### config.mk
export PLATFORM = sky130hd
export DESIGN_NAME = io_controller
export DESIGN_NICKNAME = d
export VERILOG_FILES = /design/src/rtl/io_pkg.sv /design/src/rtl/key_fifo.sv /design/src/rtl/io_controller.sv
export SDC_FILE = /design/constraint.sdc
export NUM_CORES = 1
export LEC_CHECK = 0
export ABC_AREA = 1
export CORE_ASPECT_RATIO = 0.75
export CORE_UTILIZATION = 25
export CTS_CLUSTER_SIZE = 24
export DETAILED_ROUTE_END_ITERATION = 8
export GPL_TIMING_DRIVEN = 0
export MAX_ROUTING_LAYER = met4
export PLACE_DENSITY = 0.53
export RECOVER_POWER = 100
export SKIP_CTS_REPAIR_TIMING = 1
export SLEW_MARGIN = 20
export SYNTH_ARGS = -nofsm -noshare
export SYNTH_HDL_FRONTEND = slang
export SYNTH_SLANG_ARGS = --single-unit
### constraint.sdc
create_clock -name clk -period 6.1 [get_ports clk]
set_input_delay 1.22 -clock clk [delete_from_list [all_inputs] [get_ports clk]]
set_output_delay 1.22 -clock clk [all_outputs]
set_load 0.02 [all_outputs]
### src/rtl/io_pkg.sv
// Shared constants and types for the I/O controller.
package io_pkg;

    localparam logic [16:0] ADDR_KEY   = 17'h00100;
    localparam logic [16:0] ADDR_BOMB  = 17'h00104;
    localparam logic [16:0] ADDR_ENEMY = 17'h00108;

    // Bit positions in the KEY and BOMB read words.
    localparam int KEY_VALID_BIT  = 8;
    localparam int BOMB_ARMED_BIT = 16;
    localparam int BOMB_EXPL_BIT  = 17;

    typedef enum logic {
        IDLE  = 1'b0,
        ARMED = 1'b1
    } bomb_state_t;

endpackage

### src/rtl/key_fifo.sv
// Keyboard scancode FIFO. The head entry is shown combinationally on dout.
// A push is ignored when full and a pop is ignored when empty.
module key_fifo #(
    parameter int DEPTH = 4
) (
    input  logic       clk,
    input  logic       reset,
    input  logic       push,
    input  logic       pop,
    input  logic [7:0] din,
    output logic [7:0] dout,
    output logic       empty,
    output logic       full
);
    import io_pkg::*;

    localparam int PTR_W = $clog2(DEPTH);
    localparam logic [PTR_W:0] CNT_FULL = (PTR_W + 1)'(DEPTH);

    logic [7:0]       mem_q [DEPTH];
    logic [7:0]       mem_d [DEPTH];
    logic [PTR_W-1:0] wr_ptr_q, wr_ptr_d;
    logic [PTR_W-1:0] rd_ptr_q, rd_ptr_d;
    logic [PTR_W:0]   cnt_q, cnt_d;
    logic             push_ok, pop_ok;

    assign empty   = (cnt_q == '0);
    assign full    = (cnt_q == CNT_FULL);
    assign push_ok = push && !full;
    assign pop_ok  = pop && !empty;
    assign dout    = mem_q[rd_ptr_q];

    // Pointer, occupancy and storage next-state.
    always_comb begin
        mem_d    = mem_q;
        wr_ptr_d = wr_ptr_q;
        rd_ptr_d = rd_ptr_q;
        cnt_d    = cnt_q;
        if (push_ok) begin
            mem_d[wr_ptr_q] = din;
            wr_ptr_d        = wr_ptr_q + 1'b1;
        end
        if (pop_ok) begin
            rd_ptr_d = rd_ptr_q + 1'b1;
        end
        case ({push_ok, pop_ok})
            2'b10:   cnt_d = cnt_q + 1'b1;
            2'b01:   cnt_d = cnt_q - 1'b1;
            default: cnt_d = cnt_q;
        endcase
    end

    // FIFO state registers.
    always_ff @(posedge clk or posedge reset) begin
        if (reset) begin
            for (int i = 0; i < DEPTH; i++) mem_q[i] <= '0;
            wr_ptr_q <= '0;
            rd_ptr_q <= '0;
            cnt_q    <= '0;
        end else begin
            mem_q    <= mem_d;
            wr_ptr_q <= wr_ptr_d;
            rd_ptr_q <= rd_ptr_d;
            cnt_q    <= cnt_d;
        end
    end

endmodule

### src/rtl/io_controller.sv
// Memory-mapped I/O controller: keyboard FIFO, bomb countdown timer and
// enemy position register, with everything else forwarded to data memory.
// Load data is combinational so the single-cycle core sees it immediately.
module io_controller #(
    parameter int N          = 32,
    parameter int FIFO_DEPTH = 4,
    parameter int TICK_DIV   = 50000
) (
    input  logic         clk,
    input  logic         reset,
    input  logic [16:0]  address,
    input  logic         mem_read,
    input  logic         we,
    input  logic [N-1:0] wd,
    input  logic [N-1:0] rdMem,
    output logic [N-1:0] rd,
    output logic         mem_we,
    input  logic         key_valid,
    input  logic [7:0]   key_code,
    output logic         key_ready,
    output logic [N-1:0] enemy_pos,
    output logic         bomb_armed,
    output logic         bomb_irq
);
    import io_pkg::*;

    localparam int PW = $clog2(TICK_DIV);
    localparam logic [PW-1:0] PRESC_LAST = PW'(TICK_DIV - 1);

    logic sel_key, sel_bomb, sel_enemy;
    logic key_pop, key_empty, key_full;
    logic [7:0] key_dout;

    assign sel_key   = (address == ADDR_KEY);
    assign sel_bomb  = (address == ADDR_BOMB);
    assign sel_enemy = (address == ADDR_ENEMY);

    // A simultaneous store suppresses the load side effect.
    assign key_pop   = sel_key && mem_read && !we;
    assign key_ready = !key_full;

    key_fifo #(.DEPTH(FIFO_DEPTH)) u_key_fifo (
        .clk   (clk),
        .reset (reset),
        .push  (key_valid && key_ready),
        .pop   (key_pop),
        .din   (key_code),
        .dout  (key_dout),
        .empty (key_empty),
        .full  (key_full)
    );

    bomb_state_t   state_q, state_d;
    logic [15:0]   count_q, count_d;
    logic [PW-1:0] presc_q, presc_d;
    logic          exploded_q, exploded_d;
    logic          irq_q, irq_d;
    logic [N-1:0]  enemy_q, enemy_d;

    assign bomb_armed = (state_q == ARMED);
    assign bomb_irq   = irq_q;
    assign enemy_pos  = enemy_q;

    // Countdown FSM next-state; a BOMB store overrides any tick or expiry.
    always_comb begin
        state_d    = state_q;
        count_d    = count_q;
        presc_d    = presc_q;
        exploded_d = exploded_q;
        irq_d      = 1'b0;
        if (sel_bomb && mem_read && !we) begin
            exploded_d = 1'b0;
        end
        if (state_q == ARMED) begin
            if (presc_q == PRESC_LAST) begin
                presc_d = '0;
                count_d = count_q - 1'b1;
                if (count_q == 16'd1) begin
                    state_d    = IDLE;
                    exploded_d = 1'b1;
                    irq_d      = 1'b1;
                end
            end else begin
                presc_d = presc_q + 1'b1;
            end
        end
        if (sel_bomb && we) begin
            count_d    = wd[15:0];
            presc_d    = '0;
            exploded_d = 1'b0;
            irq_d      = 1'b0;
            state_d    = (wd[15:0] != 16'd0) ? ARMED : IDLE;
        end
    end

    // Countdown FSM registers, including the registered expiry pulse.
    always_ff @(posedge clk or posedge reset) begin
        if (reset) begin
            state_q    <= IDLE;
            count_q    <= '0;
            presc_q    <= '0;
            exploded_q <= 1'b0;
            irq_q      <= 1'b0;
        end else begin
            state_q    <= state_d;
            count_q    <= count_d;
            presc_q    <= presc_d;
            exploded_q <= exploded_d;
            irq_q      <= irq_d;
        end
    end

    // ENEMY register next-state.
    always_comb begin
        enemy_d = enemy_q;
        if (sel_enemy && we) enemy_d = wd;
    end

    // ENEMY register.
    always_ff @(posedge clk or posedge reset) begin
        if (reset) enemy_q <= '0;
        else       enemy_q <= enemy_d;
    end

    // Read mux and store steering; I/O addresses never reach data memory.
    always_comb begin
        rd     = rdMem;
        mem_we = we;
        if (sel_key) begin
            rd                = '0;
            rd[KEY_VALID_BIT] = !key_empty;
            rd[7:0]           = key_empty ? 8'h00 : key_dout;
            mem_we            = 1'b0;
        end else if (sel_bomb) begin
            rd                 = '0;
            rd[BOMB_EXPL_BIT]  = exploded_q;
            rd[BOMB_ARMED_BIT] = (state_q == ARMED);
            rd[15:0]           = count_q;
            mem_we             = 1'b0;
        end else if (sel_enemy) begin
            rd     = enemy_q;
            mem_we = 1'b0;
        end
    end

endmodule

==> impl_results.md, run 1 <==
- Average cell area after synthesis: 6.79 um^2
- Drt via density: 4.55
- Most common cell after layout, fill and taps aside: nand2_1
- Antenna violations before repair: 2
- Final-layout fill cell count: 2718
- First-pass GRT wire length: 36400 um
- Latest clock arrival within the worst-skew pair: 0.36 ns
- Synthesized cell area: 0.00643 mm^2
- Status: finished with violations
- CTS tree: yes
- Relative slew slack: -0.605
- Clk Tree Root Cell: clkbuf_16
- Mean routed wirelength per cell: 15.9 um
- Worst EP required: 4.88 ns
- Crit end category: output port
- I/O pin count: 162
- Final ANT Viol Nets: 0
- Final setup fails: 0
- Drt drc: 0
- Clk_skew: 0.0103 ns
- P&R area growth vs syn: 36.1%
- Slew Viols, Final: 109
- Part of the power in combinational logic: 0.208
- Tot GR Track Use: 0.184
- Sw frac: 0.307
- Register bit total from synthesis: 106
- H-tree depth: 3
- Initial Utilization: 0.256
- Clk pwr share: 0.343
- Max VDD drop: 0.137 mV
- Switch Pwr: 0.602 mW
- Failing checks: capacitance limit, slew limit
- Post-Syn Instances: 947
- GRT overflow: 0
- Synth warn: 0
- Crit-path max FO: 10
- DP Area: 0.00850 mm^2
- Vias in the first global route: 6296
- Sequential area share after synthesis: 0.412
- TritonCTS Buffers: 9
- Arrival @ worst endpoint: 4.18 ns
- Final hold vios: 0
- Final HPWL DP: 18000 um
- Post-layout nets: 1223
- CTS Buffer Depth: 2
- Fmax: 0.185 GHz
- Hold Path Cell Cnt: 2
- Layout cell share with drive strength beyond 1: 0.0347
- Final Cell Area: 0.00875 mm^2
- Tot Pwr: 1.96 mW
- Syn_nets: 1050
- CORE AREA: 0.0251 mm^2
- Reg-to-reg endpoint: count_q[3]$_DFFE_PP0P_
- Die Y-Extent: 141 um
- Number of port buffers: 161
- Chip width: 187 um
- First-pass DRT Iterations: 5
- Hold path start: count_q[1]$_DFFE_PP0P_
- Worst-Margin Slew: 2.39 ns
- Critical path class: in2out
- Power per cell area: 224 mW/mm^2
- Row count: 50
- Fin Hold WS: 0.478 ns
- Period utilization: 0.885
- P_leak: 4.32 nW
- Final core utilization: 0.349
- Vias: 6672
- Reg power frac: 0.449
- Final min period: 5.40 ns
- Commonest cells after routing, fill and taps aside: nand2_1, nor2_1, dfrtp_1, clkdlybuf4s50_1, o21ai_0
- Hold Path Class: reg2reg
- Placer congestion estimate: 0.923
- Wirelength, routed: 23300 um
- Worst-path clk slew: 0.07 ns
- Die area: 0.0264 mm^2
- Internal Power: 1.36 mW
- MaxCap Viol Count: 2
- Crit path launch type: primary input
- Reg2reg start: presc_q[0]$_DFFE_PP0P_
- CTS sink count: 106
- Setup TNS: 0 ns
- Post-synth cell types: 32
- R2R setup slack: 2.88 ns
- Starting DRT DRC Count: 566
- RSZ-0062 raised after global routing: false
- Largest net degree at the start of global routing: 59
- Worst-case hold path end point: count_q[1]$_DFFE_PP0P_
- Reg2Reg Depth: 11
## worst max-delay path: stages
cell and delay, ns:
dlygate4sd3_1 0.56, inv_1 0.05, nor2_1 0.08, nand2_1 0.09, nor2_4 0.22, nand2_1 0.13, nor2_1 0.37, clkbuf_1 0.50
o21ai_1 0.12, nor2_1 0.11, dlygate4sd3_1 0.72
## logic make-up after synthesis
group                    synth area share
XOR/XNOR                           0.0218
AND/OR/NAND/NOR                     0.377
buffers and inverters              0.0772
flip-flops                          0.412
AO/OA/AOI/OAI                      0.0932
adder cells (fa/ha/maj)            0.0187
## synth_stat cells, drive strengths merged
| master | instances | area [um^2] |
|---|---|---|
| nand2 | 354 | 1340 |
| clkbuf | 15 | 56.3 |
| o21bai | 1 | 7.51 |
| ha | 8 | 100 |
| a21oi | 10 | 50.1 |
| xor2 | 14 | 123 |
| buf | 18 | 118 |
| fa | 1 | 20.0 |
| nor4 | 4 | 25.0 |
| inv | 83 | 312 |
| nand4 | 18 | 119 |
| nor3 | 5 | 25.0 |
| or2 | 1 | 6.26 |
| xnor2 | 2 | 17.5 |
| o22ai | 8 | 50.1 |
| clkinv | 3 | 11.3 |
| o21ai | 96 | 492 |
| nor2 | 127 | 536 |
| dfrtp | 106 | 2650 |
| and2 | 1 | 6.26 |
| nand3 | 72 | 370 |
## per-stage QoR
| stage | setup WS [ns] | instances |
|---|---|---|
| 2_1_floorplan | 2.09 | 947 |
| 3_3_place_gp | 0.00320 | 1446 |
| 3_5_place_dp | 1.05 | 1447 |
| 4_1_cts | 1.04 | 1463 |
| 5_1_grt | 0.449 | 1465 |
| 6_report | 0.701 | 1465 |
## worst max-delay path by stage
stage | start | to | slack [ns] | cells after the start
4_1_cts | address[8] | rd[7] | 1.04 | 13
2_1_floorplan | reset | bomb_armed$_DFF_PP0_ | 2.09 | 1
5_1_grt | address[8] | rd[26] | 0.45 | 11
3_3_place_gp | reset | enemy_pos[25]$_DFFE_PP0P_ | 0.003 | 2
6_report | address[8] | rd[29] | 0.70 | 11
3_5_place_dp | address[8] | rd[16] | 1.05 | 13
## cell type report
class | instances | area [um^2] | share of cell area
antenna | 2 | 5.00 | 0.000572
buffer | 33 | 155 | 0.0177
clock buffer | 9 | 225 | 0.0257
clock inverter | 7 | 109 | 0.0124
inverter | 86 | 324 | 0.0370
multi-input combinational | 722 | 3240 | 0.370
sequential | 106 | 2650 | 0.303
tap | 338 | 423 | 0.0483
timing repair buffer | 162 | 1620 | 0.185
## power by group through the flow
stage	Sequential [mW]	Combinational [mW]	Clock [mW]
floorplan	0.877	0.243	0
global placement	0.893	0.409	0
detailed placement	0.892	0.421	0
CTS	0.880	0.422	0.692
global route	0.897	0.463	0.720
finish	0.881	0.408	0.673
## flip-flops by register name, summed over array words and instances, names as in the netlist
| name | cells |
|---|---|
| enemy_pos | 32 |
| u_key_fifo.mem_q | 32 |
| count_q | 16 |
| presc_q | 16 |
| u_key_fifo.cnt_q | 3 |
| u_key_fifo.rd_ptr_q | 2 |
| u_key_fifo.wr_ptr_q | 2 |
| bomb_armed | 1 |
| bomb_irq | 1 |
| exploded_q | 1 |
## routing by layer
| layer | share of wire | GRT usage |
|---|---|---|
| met5 | 0 | - |
| met2 | 0.44 | 0.276 |
| met4 | 0.012 | 0.0401 |
| met1 | 0.49 | 0.256 |
| met3 | 0.054 | 0.0339 |
Power figures use the tool's default switching activity.
==> inputs of run 2 (changes only) <==
--- a/config.mk
+++ b/config.mk
@@ -6,6 +6,7 @@
 export NUM_CORES = 1
 export LEC_CHECK = 0
 export ABC_AREA = 1
+export CAP_MARGIN = 20
 export CORE_ASPECT_RATIO = 0.75
 export CORE_UTILIZATION = 25
 export CTS_CLUSTER_SIZE = 24
@@ -15,7 +16,6 @@
 export PLACE_DENSITY = 0.53
 export RECOVER_POWER = 100
 export SKIP_CTS_REPAIR_TIMING = 1
-export SLEW_MARGIN = 20
 export SYNTH_ARGS = -nofsm -noshare
 export SYNTH_HDL_FRONTEND = slang
 export SYNTH_SLANG_ARGS = --single-unit
==> results of run 2 <==
Same layout as run 1: the final DEF is identical, and so are final timing and power.
==> inputs of run 3 (changes only) <==
==> constraint.sdc (replaced) <==
create_clock -name clk -period 5.7 [get_ports clk]
set_input_delay 1.14 -clock clk [delete_from_list [all_inputs] [get_ports clk]]
set_output_delay 1.14 -clock clk [all_outputs]
set_load 0.02 [all_outputs]
==> run 3 against run 2 <==
Effect of this change: the run still ends with capacitance limit, slew limit left; via count about the same; count of clock-buffer cells in the layout is the same; final area barely moved; sequential share of layout area barely moved; first-iteration DRC count did not move; wire length hardly changed; hold slack did not move; critical path depth up 2; combinational power up 7.4%; clock power rose by 7.0%; non-clock buffer count unchanged; highest routed layer unchanged.
==> impl_results.md, run 3 (synthesis gave the netlist of run 1 again) <==
- Fin worst setup slack: 0.572 ns (-0.129 ns)
- Vias in the first global route: 6296 (unchanged)
- Hold Path Cell Cnt: 2 (unchanged)
- P_leak: 4.33 nW (about the same)
- Buf/Inv on CP: 5 (+1)
- Setup TNS: 0 ns (unchanged)
- Footprint of the multi-input gates: 0.00324 mm^2 (unchanged)
- I/O pin count: 162 (unchanged)
- Die Y-Extent: 141 um (unchanged)
- Hold Path Class: reg2reg
- Starting DRT DRC Count: 566 (unchanged)
- Wirelength, routed: 23300 um (about the same)
- Tot Pwr: 2.10 mW (+7.1%)
- Reg2Reg Depth: 11 (unchanged)
- Clk_skew: 0.0103 ns (+0.00000170 ns)
- Worst-path clk slew: 0.07 ns (about the same)
- H-tree depth: 3 (unchanged)
- Chip width: 187 um (unchanged)
- Sequential cell area: 0.00265 mm^2 (unchanged)
- Die area: 0.0264 mm^2 (unchanged)
- Layout cell share with drive strength beyond 1: 0.0356 (+0.000889)
- CTS tree: yes
- Placer congestion estimate: 0.923 (unchanged)
- Placed insts: 1447 (unchanged)
- Clk Tree Root Cell: clkbuf_16
- Crit-path max FO: 10 (unchanged)
- Final HPWL DP: 18000 um (unchanged)
- Number of port buffers: 161 (unchanged)
- TritonCTS Buffers: 9 (unchanged)
- CORE AREA: 0.0251 mm^2 (unchanged)
- RSZ-0062 raised after global routing: false
- Arrival @ worst endpoint: 3.99 ns (-0.19 ns)
- Crit path largest cell delay: 0.67 ns (-0.05 ns)
- Failing checks: capacitance limit, slew limit
- Final min period: 5.13 ns
- Fmax: 0.195 GHz
- Post-layout nets: 1223 (unchanged)
- Post-Layout Cell Count: 1465 (unchanged)
- Drt drc: 0 (unchanged)
- Row count: 50 (unchanged)
- Antenna violations before repair: 2 (unchanged)
- Final-layout fill cell count: 2719 (+0.037%)
- Critical path class: in2out
- DP Area: 0.00850 mm^2 (unchanged)
- Largest net degree at the start of global routing: 59 (unchanged)
- Crit path launch type: primary input
- Final hold vios: 0 (unchanged)
- Worst EP required: 4.56 ns (-0.32 ns)
- CTS sink count: 106 (unchanged)
- Latest clock arrival within the worst-skew pair: 0.36 ns (about the same)
- Max VDD drop: 0.146 mV (+7.0%)
- Status: finished with violations
- Crit path cell chain: dlygate4sd3_1 > inv_1 > nor2_1 > nand2_1 > nor2_4 > nand3_1 > inv_1 > buf_2 > nand2_1 > nand2_1 > nand2_1 > nand2_1 > dlygate4sd3_1
- CP Depth: 13 (+2)
- Final Cell Area: 0.00875 mm^2 (about the same)
- Tot GR Track Use: 0.184 (unchanged)
- CTS Buffer Depth: 2 (unchanged)
- Crit end category: output port
- Slew Viols, Final: 109 (unchanged)
- CP top delay family: buffers and inverters
- Worst-Margin Slew: 2.39 ns (-0.0000178 ns)
- Most common cell after layout, fill and taps aside: nand2_1
- GRT overflow: 0 (unchanged)
- Initial Utilization: 0.256 (unchanged)
- Post-Place Setup Slack: 0.805 ns (-0.240 ns)
- Mean routed wirelength per cell: 15.9 um (about the same)
- Cell repeated most along the worst path: nand2_1
- Final ANT Viol Nets: 0 (unchanged)
- Commonest cells after routing, fill and taps aside: nand2_1, nor2_1, dfrtp_1, clkdlybuf4s50_1, o21ai_0
- Final setup fails: 0 (unchanged)
- P&R area growth vs syn: 36.1% (about the same)
- Relative slew slack: -0.604 (about the same)
- MaxCap Viol Count: 2 (unchanged)
- Drt via density: 4.56 (about the same)
- First-pass GRT wire length: 36400 um (unchanged)
- Power per cell area: 240 mW/mm^2 (+7.0%)
- First-pass DRT Iterations: 5 (unchanged)
- Period utilization: 0.900
- Vias: 6677 (+0.075%)
- Slowest-stage cell, CP: dlygate4sd3_1
## run 3: per-stage QoR
step	hold slack, ns	utilization
finish	0.478	0.349
global route	0.510	0.349
CTS	0.484	0.352
detailed placement	0.468	0.339
global placement	0.458	0.338
floorplan	0.442	-
## run 3: worst min-delay path, stage by stage (launching register included)
cell and delay, ns:
dfrtp_1 0.35, nand2_1 0.05, nand2_1 0.05
## run 3: final cells by class
class,count,area share
inverters,86,0.0370
multi-input cells,722,0.370
diodes,2,0.000572
repair buffers,162,0.185
flip-flops and latches,106,0.303
plain buffers,33,0.0179
well taps,338,0.0483
clock inverters,7,0.0124
clock buffers,9,0.0257
## run 3: power by group
part | internal [mW] | switching [mW]
Sequential | 0.875 | 0.0685
Combinational | 0.186 | 0.252
Clock | 0.396 | 0.324
## run 3: worst paths after layout
path	start	to	slack, ns
hold / removal	count_q[1]$_DFFE_PP0P_	count_q[1]$_DFFE_PP0P_	0.48
hold reg to reg	count_q[1]$_DFFE_PP0P_	count_q[1]$_DFFE_PP0P_	0.48
min in group asynchronous	reset	presc_q[4]$_DFFE_PP0P_	1.88
setup reg to reg	presc_q[0]$_DFFE_PP0P_	count_q[3]$_DFFE_PP0P_	2.48
max in group asynchronous	reset	count_q[15]$_DFFE_PP0P_	1.50
setup / recovery	address[8]	rd[17]	0.57
## run 3: metal layers
metal	vias up	part of all wire	global-route usage
met4	0	0.012	0.0401
li1	3361	-	-
met1	3083	0.49	0.256
met2	216	0.44	0.276
met5	-	0	-
met3	17	0.055	0.0339
